<file path="src/rtl/tcdm_burst_reader_pkg.sv">
// tcdm_burst_reader_pkg: shared FSM states and data width for the TCDM burst reader.
package tcdm_burst_reader_pkg;
  localparam int TCDM_DATA_W = 32;
  typedef enum logic [1:0] {IDLE, ISSUE, DRAIN, DONE} state_e;
endpackage

</file>
<file path="src/rtl/tcdm_burst_reader_fifo.sv">
// tcdm_burst_reader_fifo: response FIFO with occupancy count; callers never push when full or pop when empty.
module tcdm_burst_reader_fifo
  import tcdm_burst_reader_pkg::*;
#(
  parameter int DEPTH = 4,
  localparam int AW = $clog2(DEPTH)
) (
  input  logic                   clk_i,
  input  logic                   rst_ni,
  input  logic                   clear_i,
  input  logic                   push,
  input  logic [TCDM_DATA_W-1:0] wdata,
  input  logic                   pop,
  output logic [TCDM_DATA_W-1:0] rdata,
  output logic                   empty,
  output logic [AW:0]            count
);
  logic [TCDM_DATA_W-1:0] mem [DEPTH];
  logic [AW-1:0] wptr, rptr;
  always_ff @(posedge clk_i or negedge rst_ni) begin
    if (!rst_ni) begin
      wptr  <= '0;
      rptr  <= '0;
      count <= '0;
    end else if (clear_i) begin
      wptr  <= '0;
      rptr  <= '0;
      count <= '0;
    end else begin
      if (push) wptr <= wptr + 1'b1;
      if (pop) rptr <= rptr + 1'b1;
      count <= count + (AW+1)'(push) - (AW+1)'(pop);
    end
  end
  always_ff @(posedge clk_i) begin
    if (push) mem[wptr] <= wdata;
  end
  assign rdata = mem[rptr];
  assign empty = count == '0;
endmodule

</file>
<file path="src/rtl/tcdm_burst_reader.sv">
// tcdm_burst_reader: strided TCDM block reader streaming words in order under credit flow control.
// Optional TCDM_BURST_READER_PERF_EN adds grant-stall and back-pressure cycle counters.
module tcdm_burst_reader
  import tcdm_burst_reader_pkg::*;
#(
  parameter int DEPTH = 4,
  parameter int CNT_W = 16
) (
  input  logic                   clk_i,
  input  logic                   rst_ni,
  input  logic                   clear_i,
  input  logic                   start_i,
  input  logic [31:0]            base_addr_i,
  input  logic [31:0]            stride_i,
  input  logic [CNT_W-1:0]       nb_words_i,
  output logic                   busy_o,
  output logic                   done_o,
  output logic                   tcdm_req_o,
  input  logic                   tcdm_gnt_i,
  output logic [31:0]            tcdm_add_o,
  output logic                   tcdm_wen_o,
  output logic [3:0]             tcdm_be_o,
  output logic [TCDM_DATA_W-1:0] tcdm_data_o,
  input  logic [TCDM_DATA_W-1:0] tcdm_r_data_i,
  input  logic                   tcdm_r_valid_i,
  output logic [TCDM_DATA_W-1:0] out_data_o,
  output logic                   out_valid_o,
  input  logic                   out_ready_i
`ifdef TCDM_BURST_READER_PERF_EN
  ,
  output logic [31:0]            stall_cnt_o,
  output logic [31:0]            bp_cnt_o
`endif
);
  localparam int CW = $clog2(DEPTH) + 1;
  state_e state, next;
  logic [31:0] addr;
  logic [CNT_W-1:0] req_left, out_left;
  logic [CW-1:0] inflight, fifo_cnt;
  logic [TCDM_DATA_W-1:0] head;
  logic drop, empty, fire, push, pop, start_ok;
  assign start_ok = state == IDLE && start_i;
  // Credit only grows on a grant, so a raised request cannot lose its credit before being granted.
  assign tcdm_req_o = state == ISSUE && ({1'b0, inflight} + {1'b0, fifo_cnt} < (CW+1)'(DEPTH));
  assign fire = tcdm_req_o && tcdm_gnt_i;
  assign push = tcdm_r_valid_i && inflight != '0;
  assign pop = out_valid_o && out_ready_i;
  assign out_valid_o = !empty;
  assign out_data_o = empty ? '0 : head;
  assign busy_o = state != IDLE;
  assign done_o = state == DONE;
  assign tcdm_add_o = addr;
  assign tcdm_wen_o = 1'b1;
  assign tcdm_be_o = 4'hF;
  assign tcdm_data_o = '0;
  always_ff @(posedge clk_i or negedge rst_ni) begin
    if (!rst_ni) state <= IDLE;
    else state <= clear_i ? IDLE : next;
  end
  always_comb begin
    next = state;
    unique case (state)
      IDLE:  next = !start_i ? IDLE : nb_words_i == '0 ? DONE : ISSUE;
      ISSUE: next = fire && req_left == CNT_W'(1) ? DRAIN : ISSUE;
      DRAIN: next = pop && out_left == CNT_W'(1) ? DONE : DRAIN;
      DONE:  next = IDLE;
    endcase
  end
  always_ff @(posedge clk_i or negedge rst_ni) begin
    if (!rst_ni) begin
      addr     <= '0;
      req_left <= '0;
      out_left <= '0;
      inflight <= '0;
      drop     <= 1'b1;
    end else if (clear_i) begin
      addr     <= '0;
      req_left <= '0;
      out_left <= '0;
      inflight <= '0;
      drop     <= 1'b1;
    end else begin
      drop <= 1'b0;
      if (start_ok) begin
        addr     <= base_addr_i;
        req_left <= nb_words_i;
        out_left <= nb_words_i;
      end else if (fire) begin
        addr     <= addr + stride_i;
        req_left <= req_left - 1'b1;
      end
      if (pop) out_left <= out_left - 1'b1;
      inflight <= inflight + CW'(fire) - CW'(push);
    end
  end
  tcdm_burst_reader_fifo #(.DEPTH(DEPTH)) u_fifo (
    .clk_i  (clk_i),
    .rst_ni (rst_ni),
    .clear_i(clear_i),
    .push   (push),
    .wdata  (tcdm_r_data_i),
    .pop    (pop),
    .rdata  (head),
    .empty  (empty),
    .count  (fifo_cnt)
  );
  // A response right after reset/clear belongs to an abandoned burst and is legitimately dropped.
  assert property (@(posedge clk_i) disable iff (!rst_ni) tcdm_r_valid_i |-> (inflight != '0 || drop));
`ifdef TCDM_BURST_READER_PERF_EN
  always_ff @(posedge clk_i or negedge rst_ni) begin
    if (!rst_ni) begin
      stall_cnt_o <= '0;
      bp_cnt_o    <= '0;
    end else if (clear_i || start_ok) begin
      stall_cnt_o <= '0;
      bp_cnt_o    <= '0;
    end else if (state != IDLE) begin
      if (tcdm_req_o && !tcdm_gnt_i && stall_cnt_o != '1) stall_cnt_o <= stall_cnt_o + 1'b1;
      if (out_valid_o && !out_ready_i && bp_cnt_o != '1) bp_cnt_o <= bp_cnt_o + 1'b1;
    end
  end
`endif
endmodule

</file>
<file path="config.mk">
export PLATFORM = sky130hd
export DESIGN_NAME = tcdm_burst_reader
export DESIGN_NICKNAME = d
export VERILOG_FILES = /design/src/rtl/tcdm_burst_reader_pkg.sv /design/src/rtl/tcdm_burst_reader_fifo.sv /design/src/rtl/tcdm_burst_reader.sv
export SDC_FILE = /design/constraint.sdc
export NUM_CORES = 1
export LEC_CHECK = 0
export BUFFER_PORTS_ARGS = -buffer_cell sky130_fd_sc_hd__buf_2
export CORE_MARGIN = 1.5
export CORE_UTILIZATION = 33
export DETAILED_ROUTE_END_ITERATION = 16
export SYNTH_ARGS = -nofsm -noshare
export SYNTH_HDL_FRONTEND = slang
export SYNTH_SLANG_ARGS = --single-unit
</file>
<file path="constraint.sdc">
create_clock -name clk_i -period 8.35 [get_ports clk_i]
set_input_delay 0.4175 -clock clk_i [delete_from_list [all_inputs] [get_ports clk_i]]
set_output_delay 0.4175 -clock clk_i [all_outputs]
set_load 0.05 [all_outputs]
</file>
# Word-level counts from Yosys, hierarchy flattened
# Memories as Yosys holds them, arrays and structs flattened.
# Index checks and enable logic that the tools add are counted.
[word_totals] mem_bits_rw=128 reg_bits=76 mem_count=1 input_bits=119
[mem_list] memory="u_fifo.mem" words=4 word_bits=32 rd=1 rd_clocked_by_memory_dff=0 write_ports=1 line_no="tcdm_burst_reader_fifo.sv:18" rtl="logic [TCDM_DATA_W-1:0] mem [DEPTH];"
[classes] n_reduce_logical=17 muxes=24 addsub=10 magnitude_cmp=1 eq_ne=5
[ops] operator="2-to-1 mux 32 bit" count=4
[ops] operator="2-to-1 mux 16 bit" count=6
[ops] operator="adder 32 bit" count=1
[ops] operator="== test 16 x 1 -> 1 bit (second input constant)" count=2
[ops] operator="subtractor 16 x 1 -> 16 bit (second input constant)" count=2
[ops] operator="logical NOT 16 bit" count=1
[ops] operator="2-to-1 mux 2 bit" count=8
[ops] operator="nonzero test 3 bit" count=3
[ops] operator="case mux 2 bit (4 select lines)" count=1
[ops] operator="logical AND 1 bit" count=7
[ops] operator="adder 3 x 1 -> 3 bit" count=2
[ops] operator="2-to-1 mux 3 bit" count=2
[ops] operator="nonzero test 2 bit" count=3
[ops] operator="subtractor 3 x 1 -> 3 bit" count=2
[ops] operator="adder 2 x 1 -> 2 bit (second input constant)" count=2
[ops] operator="adder 3 x 3 -> 4 bit" count=1
[ops] operator="== test 2 bit (second input constant)" count=2
[ops] operator="less-than comparator 4 x 3 -> 1 bit (second input constant)" count=1
[ops] operator="logical NOT 3 bit" count=1
[ops] operator="2-to-1 mux 1 bit" count=3
[ops] operator="== test 2 x 1 -> 1 bit (second input constant)" count=1
[ops] operator="logical NOT 2 bit" count=1
[ops] operator="logical NOT 1 bit" count=1

# Depth between registers and ports, before layout
[depth] word_depth=8 ltp_mapped=14

# Modules after synthesis
# From an unflattened synthesis, not the netlist that was laid out.
[unflattened] hier_cells=925 area_unflattened_um2=10890.4
[by_module_without_submodules] mod="tcdm_burst_reader" cells_per_inst=720 area_per_inst_um2=5800.6 n_inst=1 seq_area_each_um2=1726.7
[by_module_without_submodules] mod="tcdm_burst_reader_fifo" cells_per_inst=205 area_per_inst_um2=5089.9 n_inst=1 seq_area_each_um2=4018.9

# Worst setup path before layout
# OpenSTA, ideal clock, no wires.
[synth_path] path_kind="register to register" start="reg inflight[1]" end="reg inflight[2]" period_less_slack_ns=2.920 n_path_buf=3 t_arrival_ns=2.788 path_stages_with_launch=15 slack_ns=5.430 setup_ns=0.132 cell_sequence="dfrtp_1 > ha_1 > nand3_1 > and4_1 > buf_4 > inv_2 > clkbuf_1 > buf_1 > ha_1 > inv_1 > ha_1 > inv_1 > fa_1 > xnor2_1 > nor2_1"
[synth_via] elab_chain_cells=7 word_cells_on_any_way=9
[synth_rtl] element="from (decl)" line_no="tcdm_burst_reader.sv:39" rtl="logic [CW-1:0] inflight, fifo_cnt;"
[synth_rtl] element="from (signal assigned)" line_no="tcdm_burst_reader.sv:93" rtl="inflight <= inflight + CW'(fire) - CW'(push);"
[synth_rtl] element="adder 3 x 3 -> 4 bit" line_no="tcdm_burst_reader.sv:44" rtl="assign tcdm_req_o = state == ISSUE && ({1'b0, inflight} + {1'b0, fifo_cnt} < (CW+1)'(DEPTH));"
[synth_rtl] element="less-than comparator 4 x 3 -> 1 bit" line_no="tcdm_burst_reader.sv:44"
[synth_rtl] element="logical AND 1 bit" line_no="tcdm_burst_reader.sv:44"
[synth_rtl] element="logical AND 1 bit" line_no="tcdm_burst_reader.sv:45" rtl="assign fire = tcdm_req_o && tcdm_gnt_i;"
[synth_rtl] element="adder 3 x 1 -> 3 bit" line_no="tcdm_burst_reader.sv:93"
[synth_rtl] element="subtractor 3 x 1 -> 3 bit *" line_no="tcdm_burst_reader.sv:93"
[synth_rtl] element="2-to-1 mux 3 bit *" line_no="tcdm_burst_reader.sv:76" rtl="end else if (clear_i) begin"
# Mark *: on every way between the ends. The rest lies on a longest branch, timed or not.
# A chain may end at the register's enable or synchronous reset.

# Final worst setup path
[layout_path] start="reg inflight[2]" end="reg req_left[10]"
[layout_via] elab_chain_cells=5
[layout_rtl] element="adder 3 x 3 -> 4 bit" line_no="tcdm_burst_reader.sv:44"
[layout_rtl] element="less-than comparator 4 x 3 -> 1 bit" line_no="tcdm_burst_reader.sv:44"
[layout_rtl] element="logical AND 1 bit" line_no="tcdm_burst_reader.sv:44"
[layout_rtl] element="logical AND 1 bit" line_no="tcdm_burst_reader.sv:45"
[layout_rtl] element="nonzero test 3 bit (no source line)"
[layout_rtl] element="to (signal assigned)" line_no="tcdm_burst_reader.sv:86" rtl="req_left <= nb_words_i;"
[layout_rtl] element="to (signal assigned)" line_no="tcdm_burst_reader.sv:90" rtl="req_left <= req_left - 1'b1;"
[layout_rtl] element="to (decl)" line_no="tcdm_burst_reader.sv:38" rtl="logic [CNT_W-1:0] req_left, out_left;"
# No other way between the ends.

==> impl_metrics.env <==
export IMPL_syn_mean_instance_area_um2=11.6
export IMPL_worstReg2RegEnd="req_left[10]"
export IMPL_tritoncts="built"
export IMPL_synth_top_area_share_pct=35.3
export IMPL_yosysWarnings=0
export IMPL_die_area_mm2=0.0341
export IMPL_run_status="completed"
export IMPL_first_global_vias=8073
export IMPL_netlist_area_mm2=0.0109
export IMPL_worst_slack_on_hold_paths_ps=101
export IMPL_timing_final_hold_violations=0
export IMPL_post_route_period_util_pct=40.8
export IMPL_vias=8101
export IMPL_worst_hold_path_num_cells=1
export IMPL_ys_seq_elements=204
export IMPL_max_slew_margin_pct=34.2
export IMPL_drt_vias_per_instance=5.15
export IMPL_crit_fanout=33
export IMPL_postRouteWirelength_um=28000
export IMPL_root_buf_cell="clkbuf_16"
export IMPL_setup_repair_after_global_routing_missed_its_margin="no"
export IMPL_most_common_layout_cells="buf_2, edfxtp_1, nor2_1"
export IMPL_leakage_nw=5.29
export IMPL_required_time_of_the_critical_path_ps=8780
export IMPL_drt_wirelength_per_cell_um=17.8
export IMPL_worst_skew_pair_late_latency_ps=530
export IMPL_worst_slew_pin_transition_ps=984
export IMPL_worst_hold_startpoint="tcdm_r_data_i[14]"
export IMPL_grt_pass1_wl_um=44000
export IMPL_synth_flop_cell="edfxtp_1"
export IMPL_setup_violations_final=0
export IMPL_grt_start_max_net_pins=82
export IMPL_layout_min_cycle_time_ps=3410
export IMPL_crit_slowest_cell="or4_1"
export IMPL_synth_enable_flop_cells=128
export IMPL_grt_overflow=0
export IMPL_yosys_cell_types_count=66
export IMPL_drt_drc_violations_left=0
export IMPL_n_fill_cell=3149
export IMPL_clk_path_buf_depth=3
export IMPL_nature_of_the_critical_path_endpoint="register"
export IMPL_cts_clk_slew_worst_paths_ps=60
export IMPL_syn_to_final_growth_pct=18.4
export IMPL_start_kind="register"
export IMPL_initial_utilization_pct=33.5
export IMPL_ctsHoldBuffers=1
export IMPL_io_pins=224
export IMPL_post_detailed_route_count_of_antenna_violating_nets=0
export IMPL_min_delay_path_class="in2reg"
export IMPL_synthCells=938
export IMPL_r2r_slack_ps=4940
export IMPL_drt_iter0_drc=468
export IMPL_irDropWorstVdd_uv=146
export IMPL_post_synth_main_area_contributors="edfxtp_1, dfrtp_1, mux4_2"
export IMPL_timing_setup_critical_path_class="reg2reg"
export IMPL_worst_clock_skew_ps=19.2
export IMPL_cts_buffers_inserted=24
export IMPL_number_of_core_rows=66
export IMPL_gr_usage_all_layers_pct=16.4
export IMPL_final_layout_size_suffix_gt1_share_pct=24.4
export IMPL_die_h_um=185
export IMPL_synthArstFlopShare_pct=37.3
export IMPL_firstDrtPassIters=5
export IMPL_post_layout_total_power_mw=3.77
export IMPL_r2r_start="inflight[2]"
export IMPL_setup_tns_ps=0
export IMPL_crit_arrival_ps=3840
export IMPL_yosys_area_top_type="edfxtp_1"
export IMPL_slowest_delay_ps=440
export IMPL_detailed_place_hpwl_um=18600
export IMPL_worstRegToRegCells=10
export IMPL_cts_resized_gates=0
export IMPL_port_buffers=186
export IMPL_final_common_cell="buf_2"
export IMPL_fp_coreArea_mm2=0.0325
export IMPL_cts_htree_levels=1
export IMPL_number_of_antenna_violations_at_the_first_check_in_global_routing=4
export IMPL_power_density_mw_per_mm2=292
export IMPL_place_gp_congestion=0.873
export IMPL_die_width_um=185
export IMPL_fmax_mhz=293
export IMPL_synth_sequential_area_ratio_pct=52.7
export IMPL_drv_cap=0
export IMPL_worstPathCellList="ha_1 -> nor3_1 -> and4_1 -> buf_4 -> inv_2 -> nor4_4 -> nand2_2 -> or4_1 -> xor2_1 -> a211oi_2"
export IMPL_timing_final_max_slew_violations=0
export IMPL_tritoncts_sink_count=204
export IMPL_post_cts_setup_buffers=0
export IMPL_worst_hold_path_ep="u_fifo.mem[0][14]"
export IMPL_layout_nets=1277
power by group:
group	leakage (nW)	total [mW]	internal, mW	switching (mW)
clock	0.372	1.01	0.593	0.419
sequential	2.17	1.32	1.22	0.0958
combinational	2.75	1.44	0.472	0.968
total	5.29	3.77	2.28	1.48
cell type report:
cell class                 instances  area (µm²)  area share [%]
timing repair buffer             199        1030            8.00
clock buffer                      30         623            4.83
inverter                          21        78.8           0.611
sequential                       204        5750            44.5
multi-input combinational        660        4730            36.7
clock inverter                    13         135            1.05
antenna                            3        7.51          0.0581
tap                              442         553            4.28
Yosys cell counts (4+ instances only):
master,count
edfxtp_1,128
dfrtp_1,76
nor2_1,76
nand2_1,64
a21oi_1,51
ha_1,45
and2_1,42
clkbuf_1,41
buf_4,38
o21ai_0,33
mux4_2,32
xnor2_1,25
nor3_1,24
a211oi_1,22
inv_1,20
a21o_1,16
nand3_1,15
xor2_1,15
a31oi_1,12
nor4_1,12
nand4_1,10
a22oi_1,8
a311oi_1,8
nor2b_1,8
o22ai_1,7
o31ai_1,7
or3_1,7
and3_1,6
buf_1,6
o21a_1,6
o21bai_1,6
or4_1,6
a221oi_1,5
o211ai_1,5
o221ai_1,4
registers in the layout (all words and copies together) (netlist names):
name and count:
u_fifo.wptr 2, state 2, u_fifo.count 3, u_fifo.rptr 2
tcdm_add_o 32, out_left 16, u_fifo.mem 128, req_left 16
inflight 3
routing by layer:
layer  part of all wire (%)  global-route usage, %  vias to the layer above
li1                       -                      -                     3812
met1                     44                   22.1                     3982
met2                     48                   27.5                      270
met3                    6.6                   3.18                       33
met4                    1.3                   3.35                        4
met5                  0.075                      0                        -
worst max-delay path, delay by kind of cell (launching register included):
kind	cells	cell delay [ps]
flops	1	410
compound gates	1	210
xor+xnor	1	170
buf+inv	2	750
simple gates	5	1450
fa+ha+maj	1	310
worst max path at each step:
stage	start	to	slack, ps
2_1_floorplan	inflight[1]	inflight[2]	5430
3_3_place_gp	inflight[2]	req_left[10]	5060
3_5_place_dp	inflight[2]	req_left[10]	4950
4_1_cts	inflight[2]	req_left[10]	4910
5_1_grt	inflight[2]	req_left[10]	4750
6_report	inflight[2]	req_left[10]	4940
stage by stage:
stage / worst slack, ps / std cells / cell area, µm² / utilization (%)
3_5_place_dp: 4950 / 1525 / 12100 / 37.3
2_1_floorplan: 5430 / 973 / 11000 / -
6_report: 4940 / 1572 / 12900 / 39.7
5_1_grt: 4750 / 1569 / 12900 / 39.7
4_1_cts: 4910 / 1569 / 12900 / 39.7
3_3_place_gp: 5060 / 1525 / 12100 / 37.3
logic make-up (layout without fill, tap and decap cells):
kind of cell             count (synthesis)  count (layout)  synth area share, %
multiplexers                            34              34                 6.80
flip-flops                             204             204                 52.7
XOR/XNOR                                40              40                 3.21
AND/OR/NAND/NOR                        287             287                 13.2
other                                    2              40               0.0689
adder cells (fa/ha/maj)                 48              48                 5.72
AO/OA/AOI/OAI                          214             214                 13.2
buffers and inverters                  109             263                 5.10
(Power assumes the default switching activity.)
